<file path="src/rtl/window_median.sv">
// 3x3 window median stage.
// Takes one pre-sorted column per valid cycle (largest, middle, smallest) and
// keeps the last three columns of the current line. The median of the 3x3
// window is the median of three partial results:
//   max of the smallest values, median of the middle values, min of the largest.
// The result goes through two register stages, so a column sampled at edge k
// that completes a window produces its median after edge k+2.
module window_median #(
  parameter int WIDTH = 8
) (
  input  logic             clk,
  input  logic             rst_n,
  input  logic             in_valid,
  input  logic             line_start,
  input  logic [WIDTH-1:0] L_in,
  input  logic [WIDTH-1:0] M_in,
  input  logic [WIDTH-1:0] S_in,
  output logic [WIDTH-1:0] med_out,
  output logic             out_valid
);

  // Unsigned three-input minimum.
  function automatic logic [WIDTH-1:0] min3(input logic [WIDTH-1:0] a,
                                            input logic [WIDTH-1:0] b,
                                            input logic [WIDTH-1:0] c);
    logic [WIDTH-1:0] t;
    if (a < b) begin
      t = a;
    end else begin
      t = b;
    end
    if (c < t) begin
      t = c;
    end else begin
      t = t;
    end
    return t;
  endfunction

  // Unsigned three-input maximum.
  function automatic logic [WIDTH-1:0] max3(input logic [WIDTH-1:0] a,
                                            input logic [WIDTH-1:0] b,
                                            input logic [WIDTH-1:0] c);
    logic [WIDTH-1:0] t;
    if (a > b) begin
      t = a;
    end else begin
      t = b;
    end
    if (c > t) begin
      t = c;
    end else begin
      t = t;
    end
    return t;
  endfunction

  // Unsigned three-input median: max(min(a,b), min(max(a,b), c)).
  // Ties always select one of the equal values, so the result is exact.
  function automatic logic [WIDTH-1:0] med3(input logic [WIDTH-1:0] a,
                                            input logic [WIDTH-1:0] b,
                                            input logic [WIDTH-1:0] c);
    logic [WIDTH-1:0] lo_ab;
    logic [WIDTH-1:0] hi_ab;
    logic [WIDTH-1:0] t;
    if (a < b) begin
      lo_ab = a;
      hi_ab = b;
    end else begin
      lo_ab = b;
      hi_ab = a;
    end
    if (c < hi_ab) begin
      t = c;
    end else begin
      t = hi_ab;
    end
    if (t > lo_ab) begin
      return t;
    end else begin
      return lo_ab;
    end
  endfunction

  // Column history: index 0 is the newest column, index 2 the oldest.
  logic [WIDTH-1:0] l_q [3];
  logic [WIDTH-1:0] l_d [3];
  logic [WIDTH-1:0] m_q [3];
  logic [WIDTH-1:0] m_d [3];
  logic [WIDTH-1:0] s_q [3];
  logic [WIDTH-1:0] s_d [3];
  logic [1:0]       cnt_q;
  logic [1:0]       cnt_d;
  logic             hist_valid_q;
  logic             hist_valid_d;

  // Stage 1 partial results.
  logic [WIDTH-1:0] hi_q;
  logic [WIDTH-1:0] hi_d;
  logic [WIDTH-1:0] md_q;
  logic [WIDTH-1:0] md_d;
  logic [WIDTH-1:0] lo_q;
  logic [WIDTH-1:0] lo_d;
  logic             s1_valid_q;
  logic             s1_valid_d;

  // Stage 2 output.
  logic [WIDTH-1:0] med_q;
  logic [WIDTH-1:0] med_d;
  logic             out_valid_q;
  logic             out_valid_d;

  // Next-state logic: history shift with fill count, then the two compute stages.
  always_comb begin
    l_d          = l_q;
    m_d          = m_q;
    s_d          = s_q;
    cnt_d        = cnt_q;
    hist_valid_d = 1'b0;
    if (in_valid) begin
      l_d[2] = l_q[1];
      l_d[1] = l_q[0];
      l_d[0] = L_in;
      m_d[2] = m_q[1];
      m_d[1] = m_q[0];
      m_d[0] = M_in;
      s_d[2] = s_q[1];
      s_d[1] = s_q[0];
      s_d[0] = S_in;
      // A line start restarts the fill; older columns stay in the regs but
      // cannot reach a valid window until two more columns arrive.
      if (line_start) begin
        cnt_d = 2'd1;
      end else if (cnt_q == 2'd3) begin
        cnt_d = 2'd3;
      end else begin
        cnt_d = cnt_q + 2'd1;
      end
      hist_valid_d = (cnt_d == 2'd3);
    end else begin
      cnt_d        = cnt_q;
      hist_valid_d = 1'b0;
    end

    hi_d       = min3(l_q[0], l_q[1], l_q[2]);
    md_d       = med3(m_q[0], m_q[1], m_q[2]);
    lo_d       = max3(s_q[0], s_q[1], s_q[2]);
    s1_valid_d = hist_valid_q;

    // The output register only loads on a valid window so it holds otherwise.
    if (s1_valid_q) begin
      med_d = med3(lo_q, md_q, hi_q);
    end else begin
      med_d = med_q;
    end
    out_valid_d = s1_valid_q;
  end

  // State registers with synchronous active-low reset.
  always_ff @(posedge clk) begin
    if (!rst_n) begin
      for (int i = 0; i < 3; i++) begin
        l_q[i] <= '0;
        m_q[i] <= '0;
        s_q[i] <= '0;
      end
      cnt_q        <= 2'd0;
      hist_valid_q <= 1'b0;
      hi_q         <= '0;
      md_q         <= '0;
      lo_q         <= '0;
      s1_valid_q   <= 1'b0;
      med_q        <= '0;
      out_valid_q  <= 1'b0;
    end else begin
      l_q          <= l_d;
      m_q          <= m_d;
      s_q          <= s_d;
      cnt_q        <= cnt_d;
      hist_valid_q <= hist_valid_d;
      hi_q         <= hi_d;
      md_q         <= md_d;
      lo_q         <= lo_d;
      s1_valid_q   <= s1_valid_d;
      med_q        <= med_d;
      out_valid_q  <= out_valid_d;
    end
  end

  assign med_out   = med_q;
  assign out_valid = out_valid_q;

endmodule
</file>
<file path="config.mk">
export PLATFORM = sky130hd
export DESIGN_NAME = window_median
export DESIGN_NICKNAME = d
export VERILOG_FILES = /design/src/rtl/window_median.sv
export SDC_FILE = /design/constraint.sdc
export NUM_CORES = 1
export LEC_CHECK = 0
export ABC_AREA = 1
export CAP_MARGIN = 20
export CORE_MARGIN = 2
export CORE_UTILIZATION = 55
export DETAILED_ROUTE_END_ITERATION = 16
export HOLD_SLACK_MARGIN = 0.15
export PLACE_DENSITY = 0.81
export SYNTH_ARGS = -nofsm -noshare
export SYNTH_HDL_FRONTEND = slang
export SYNTH_SLANG_ARGS = --single-unit
</file>
<file path="constraint.sdc">
create_clock -name clk -period 4.2 [get_ports clk]
set_input_delay 0.63 -clock clk [delete_from_list [all_inputs] [get_ports clk]]
set_output_delay 0.63 -clock clk [all_outputs]
set_load 0.03 [all_outputs]
</file>
==> results of run 1 <==
-- cell usage in the layout (no fill, tap or decap), drive strengths merged --
cell / synthesis / final
nand2: 180 / 183
o21ai: 141 / 141
inv: 136 / 137
dfxtp: 109 / 109
a21oi: 103 / 103
ha: 72 / 72
buf: 8 / 64
nor2: 63 / 63
nand3: 48 / 48
clkdlybuf4s50: 0 / 34
clkbuf: 31 / 11
o211ai: 9 / 9
a21boi: 7 / 7
a211oi: 6 / 6
clkinv: 2 / 5
and2: 2 / 2
o21a: 2 / 2
a32oi: 1 / 2
nor2b: 1 / 1
o32ai: 1 / 1
nand3b: 1 / 1
a22oi: 1 / 1
clkinvlp: 0 / 1
-- layout make-up --
cell class | instances | share of cell area
sequential | 109 | 0.272
inverter | 138 | 0.0647
tap | 143 | 0.0222
clock inverter | 5 | 0.00435
clock buffer | 11 | 0.0302
multi-input combinational | 642 | 0.501
timing repair buffer | 98 | 0.105
-- kinds of logic after synthesis --
group / Yosys count / share of synthesized area
simple gates: 295 / 0.193
compound gates: 271 / 0.225
buf+inv: 177 / 0.105
flops: 109 / 0.339
fa+ha+maj: 72 / 0.140
-- what timing repair did --
item / 4_1_cts / 5_1_grt
endpoints found under the setup margin: 16 / 22
endpoints found under the hold margin: 0 / 0
pin swaps: 1 / 28
gates resized for setup: 16 / 98
setup buffers: 1 / 16
gates cloned: 0 / 4
-- worst max-delay path, delay by kind of cell, from the launching register on --
kind / cells / cell delay, ps
and+or+nand+nor: 12 / 1220
buffers and inverters: 7 / 720
DFF: 1 / 370
adders and majority gates: 3 / 820
AOI/OAI and AO/OA: 6 / 1120
-- registers in the layout (all words and copies together) (netlist names) --
register / count
m_q: 24
l_q: 24
hi_q: 8
out_valid: 1
md_q: 8
med_out: 8
lo_q: 8
hist_valid_q: 1
cnt_q: 2
out_valid_d: 1
s_q: 24
-- power by group through the flow --
stage	sequential [mW]	combinational, mW	clock, mW
floorplan	1.26	1.87	0
global placement	1.27	2.67	0
detailed placement	1.27	2.74	0
CTS	1.25	2.95	0.823
global route	1.27	4.34	0.864
finish	1.26	3.97	0.817
-- worst paths after layout --
path,to,slack [ps],from
max,md_q[1],-170,m_q[13]
min,med_out[3],460,med_out[3]
max reg2reg,md_q[1],-170,m_q[13]
min reg2reg,med_out[3],460,med_out[3]
-- through the flow --
stage	std cells	setup TNS (ps)	area, sq um	setup WS (ps)
2_1_floorplan	924	0	6470	30.3
3_3_place_gp	1109	-1300	7180	-152
3_5_place_dp	1109	-2880	7180	-287
4_1_cts	1126	-3.65	7510	-2.59
5_1_grt	1146	-3250	8050	-277
6_report	1146	-1120	8050	-174
-- layer usage --
metal  track usage  wire [um]
met1         0.329       7390
met4        0.0911        608
met2         0.372       7440
met5             0          0
met3        0.0308        994
==> results.toml, run 1 <==
[synthesis]
synth.area.top_cells = "dfxtp_1 34%, ha_1 14%, o21ai_0 9.8%"
synth.yosys.seq_area_share = 0.339
yosysWarnings = 0
synth_cells = 924
synth-async-reset-ratio = 0
yosys.area.top_type_share = 0.339
syn_nets = 1024
netlist_area_sq_mm = 0.00645
ys_ff_latch = 109
synth_flop_cell = "dfxtp_1"
synth_edf_count = 0
synth_top_cell_by_area = "dfxtp_1"
synth_cell_types = 27
syn_area_per_cell_sq_um = 6.98
ys_top_cells_by_count = "159 x nand2_1, 130 x inv_1, 126 x o21ai_0, 109 x dfxtp_1, 103 x a21oi_1"
synth_most_common_cell = "nand2_1"

[timing]
max_freq_mhz = 229
tightest_slew_ps = 1070
hold_viol = 0
slew_violations = 0
setup_ws_ps = -174
min_period_over_period = 1.04
finalCriticalPeriod_ps = 4370
rsz0062_at_grt = "true"
skew_ps = 13.6
maxSlewHeadroom = 0.288
setup_viol = 8
whs_ps = 465

[routing]
firstDrtPassIters = 5
drc = 0
drt_iter0_drc = 471
avgRoutedWirePerCell_um = 14.3
num_vias = 6386
antenna_left = 0
wl_mm = 16.4
via_per_inst = 5.57

[critical_path]
critical_path_class = "register to register"
critPathMaxFanout = 8
cpPeakStageDelay_ps = 370
start_kind = "register"
worstSetupEndpointType = "register"
critPathArrivalTime_ps = 4620
cp_slowest_cell = "dfxtp_4"
reg2reg_depth = 28
worstPathRequired_ps = 4450

[power]
seqPwrFrac = 0.208
p_sw_mw = 2.78
p_total_mw = 6.04
p_per_area_mw_per_mm2 = 751
p_clk_frac = 0.135
p_leak_nw = 3.79
ir_worst_vdd_uv = 871
swShare = 0.460
p_comb_frac = 0.657
p_int_mw = 3.26

[cts]
hold_buffers = 0
cts-root-buf = "clkbuf_16"
cts_tree = "yes"
cts_buffer_depth = 2
cts_buffers = 9
clk_latency_ps = 360
path_clk_slew_ps = 80
cts.sinks = 109
htreeDepth = 3

[final_layout]
multi_input_area_sq_mm = 0.00403
ff_latch_area_sq_mm = 0.00219
antenna_cells = 0
layout.nets = 1098
nFillCells = 872
finish.utilization = 0.705
area_growth_pct = 24.8
drive_gt1_frac = 0.181

[floorplan]
num_io_pins = 37
die-width_um = 112
rows = 39
die_h_um = 112
core_sq_mm = 0.0114
dieArea_sq_mm = 0.0126
initial_core_util = 0.565

[placed_design]
gp_congestion = 0.872
hpwl_mm = 10.3
port_buffers = 36

[global_route]
grt_pass1_wl_mm = 24.7
antenna_found_initial = 0
grt_overflow = 0
grtUsageTotal = 0.236
grt_pass1_vias = 5397
grt_max_degree = 85

[hold_path]
whs_path_depth = 2
hold_path.class = "register to register"

[outcome]
violations = "setup timing"
outcome = "complete, but fails checks"

[job]
cap_viol_max_count = 0
(Power assumes the default switching activity.)
==> run 2, diff against run 1 <==
--- a/config.mk
+++ b/config.mk
@@ -8,10 +8,11 @@
 export ABC_AREA = 1
 export CAP_MARGIN = 20
 export CORE_MARGIN = 2
-export CORE_UTILIZATION = 55
+export CORE_UTILIZATION = 60
+export CTS_BUF_LIST = sky130_fd_sc_hd__clkbuf_4
 export DETAILED_ROUTE_END_ITERATION = 16
 export HOLD_SLACK_MARGIN = 0.15
-export PLACE_DENSITY = 0.81
+export PLACE_DENSITY = 0.84
 export SYNTH_ARGS = -nofsm -noshare
 export SYNTH_HDL_FRONTEND = slang
 export SYNTH_SLANG_ARGS = --single-unit
==> constraint.sdc (replaced) <==
create_clock -name clk -period 5.5 [get_ports clk]
set_input_delay 0.825 -clock clk [delete_from_list [all_inputs] [get_ports clk]]
set_output_delay 0.825 -clock clk [all_outputs]
set_load 0.03 [all_outputs]
==> run 2 against run 1 <==
Net effect:
- the run now ends clean
- critical endpoint is now md_q[4]
- clock power shrank 46%
- critical path type unchanged
- via count shrank 10%
- register-to-register slack gained 880 ps
- cell area shrank 13%
- cell count shrank 6.0%
==> results.toml, run 2 (synthesis results as in run 1) <==
[cts]
cts.sinks = 109
cts_tree = "yes"
post-cts-setup-buffers = 0
path_clk_slew_ps = 160
htreeDepth = 3
cts_buffers = 9
cts_buffer_depth = 2
clk_latency_ps = 450
hold_buffers = 0
ctsResizeCount = 0
cts-root-buf = "clkbuf_4"

[routing]
wl_mm = 13.4
drc = 0
num_vias = 5733
via_per_inst = 5.32
antenna_left = 0
drt_iter0_drc = 408
firstDrtPassIters = 7
avgRoutedWirePerCell_um = 12.4

[critical_path]
cp-startpoint = "m_q[13]"
rr_startpoint = "m_q[13]"
critPathArrivalTime_ps = 5190
start_kind = "register"
worstSetupEndpointType = "register"
critical_path_class = "register to register"
critPathMaxFanout = 31
worstPathRequired_ps = 5900

[timing]
maxSlewHeadroom = 0.351
max_freq_mhz = 209
rsz0062_at_grt = "false"
setup_ws_ps = 708
setup_viol = 0
tightest_slew_ps = 967
finalSetupTns_ps = 0
min_period_over_period = 0.871
finalCriticalPeriod_ps = 4790
skew_ps = 25.0
slew_violations = 0
hold_viol = 0

[outcome]
outcome = "finished, final reports clean"

[final_layout]
layout_common_cells = "159 x nand2_1, 129 x inv_1, 126 x o21ai_0"
area_growth_pct = 8.73
layout.nets = 1038
nFillCells = 958
antenna_cells = 0
final_common_cell = "nand2_1"
reg_top3 = "l_q x24, m_q x24, s_q x24"
drive_gt1_frac = 0.0563
layout.cells.non_filler = 1077

[placed_design]
port_buffers = 36
hpwl_mm = 9.96
gp_congestion = 0.910
dp_cells = 1063
pre_cts_slack_ps = 804

[hold_path]
hold_path.class = "register to register"
hp-start = "hist_valid_q"

[power]
ir_worst_vdd_uv = 345
p_per_area_mw_per_mm2 = 457
p_leak_nw = 3.34

[floorplan]
dieArea_sq_mm = 0.0116
rows = 37
die_h_um = 108
initial_core_util = 0.622
num_io_pins = 37
core_sq_mm = 0.0104
die-width_um = 108

[global_route]
antenna_found_initial = 0
grt_overflow = 0
grt_pass1_vias = 5192
grt_max_degree = 85
grt_pass1_wl_mm = 23.3
grtUsageTotal = 0.247

[job]
cap_viol_max_count = 0
-- run 2: worst max-delay path, stage by stage (launching register included) --
cell and delay, ps:
dfxtp_1 400, inv_1 90, ha_1 310, a21oi_1 140, nor2_1 60, a211oi_2 200
nand2_2 310, o21ai_0 400, inv_1 80, ha_1 300, a21oi_1 130, nor2_1 60
a211oi_2 500, nand2_4 200, nand2_2 120, nand2_1 60, ha_1 290, nand2_1 70
o21ai_0 170, nand2_1 70, a21oi_1 270, buf_4 240, o21ai_0 100, inv_1 90
nand2_1 50, inv_1 40
-- run 2: where the power goes --
part | switching [mW] | internal [mW] | total, mW
Sequential | 0.0719 | 0.888 | 0.960
Clock | 0.262 | 0.183 | 0.445
Combinational | 1.14 | 0.661 | 1.80
Total | 1.47 | 1.73 | 3.20
-- run 2: final timing paths --
path	endpoint	cells past startpoint	slack [ps]
setup / recovery	md_q[4]	25	710
hold / removal	out_valid_d	2	430
setup reg to reg	md_q[4]	25	710
hold reg to reg	out_valid_d	2	430
-- run 2: routing by layer --
layer | up-vias | global-route usage | part of all wire
met2 | 98 | 0.410 | 0.46
met1 | 2554 | 0.341 | 0.49
met4 | 0 | 0.0623 | 0.013
li1 | 3069 | - | -
met3 | 12 | 0.0291 | 0.036
met5 | - | 0 | 0
-- run 2: through the flow --
stage,util,power (mW),instance area (sq um),hold WS [ps]
2_1_floorplan,-,2.37,6450,390
3_3_place_gp,0.661,2.73,6860,395
3_5_place_dp,0.661,2.77,6860,400
4_1_cts,0.676,3.22,7010,432
5_1_grt,0.676,3.57,7010,439
6_report,0.676,3.20,7010,429
-- run 2: cell type report --
cell class | count | area (sq um) | area share
clock buffers | 9 | 67.6 | 0.00964
clock inverters | 5 | 86.3 | 0.0123
inverters | 138 | 518 | 0.0739
multi-input cells | 638 | 3590 | 0.512
flip-flops and latches | 109 | 2180 | 0.311
well taps | 136 | 170 | 0.0243
repair buffers | 42 | 395 | 0.0564
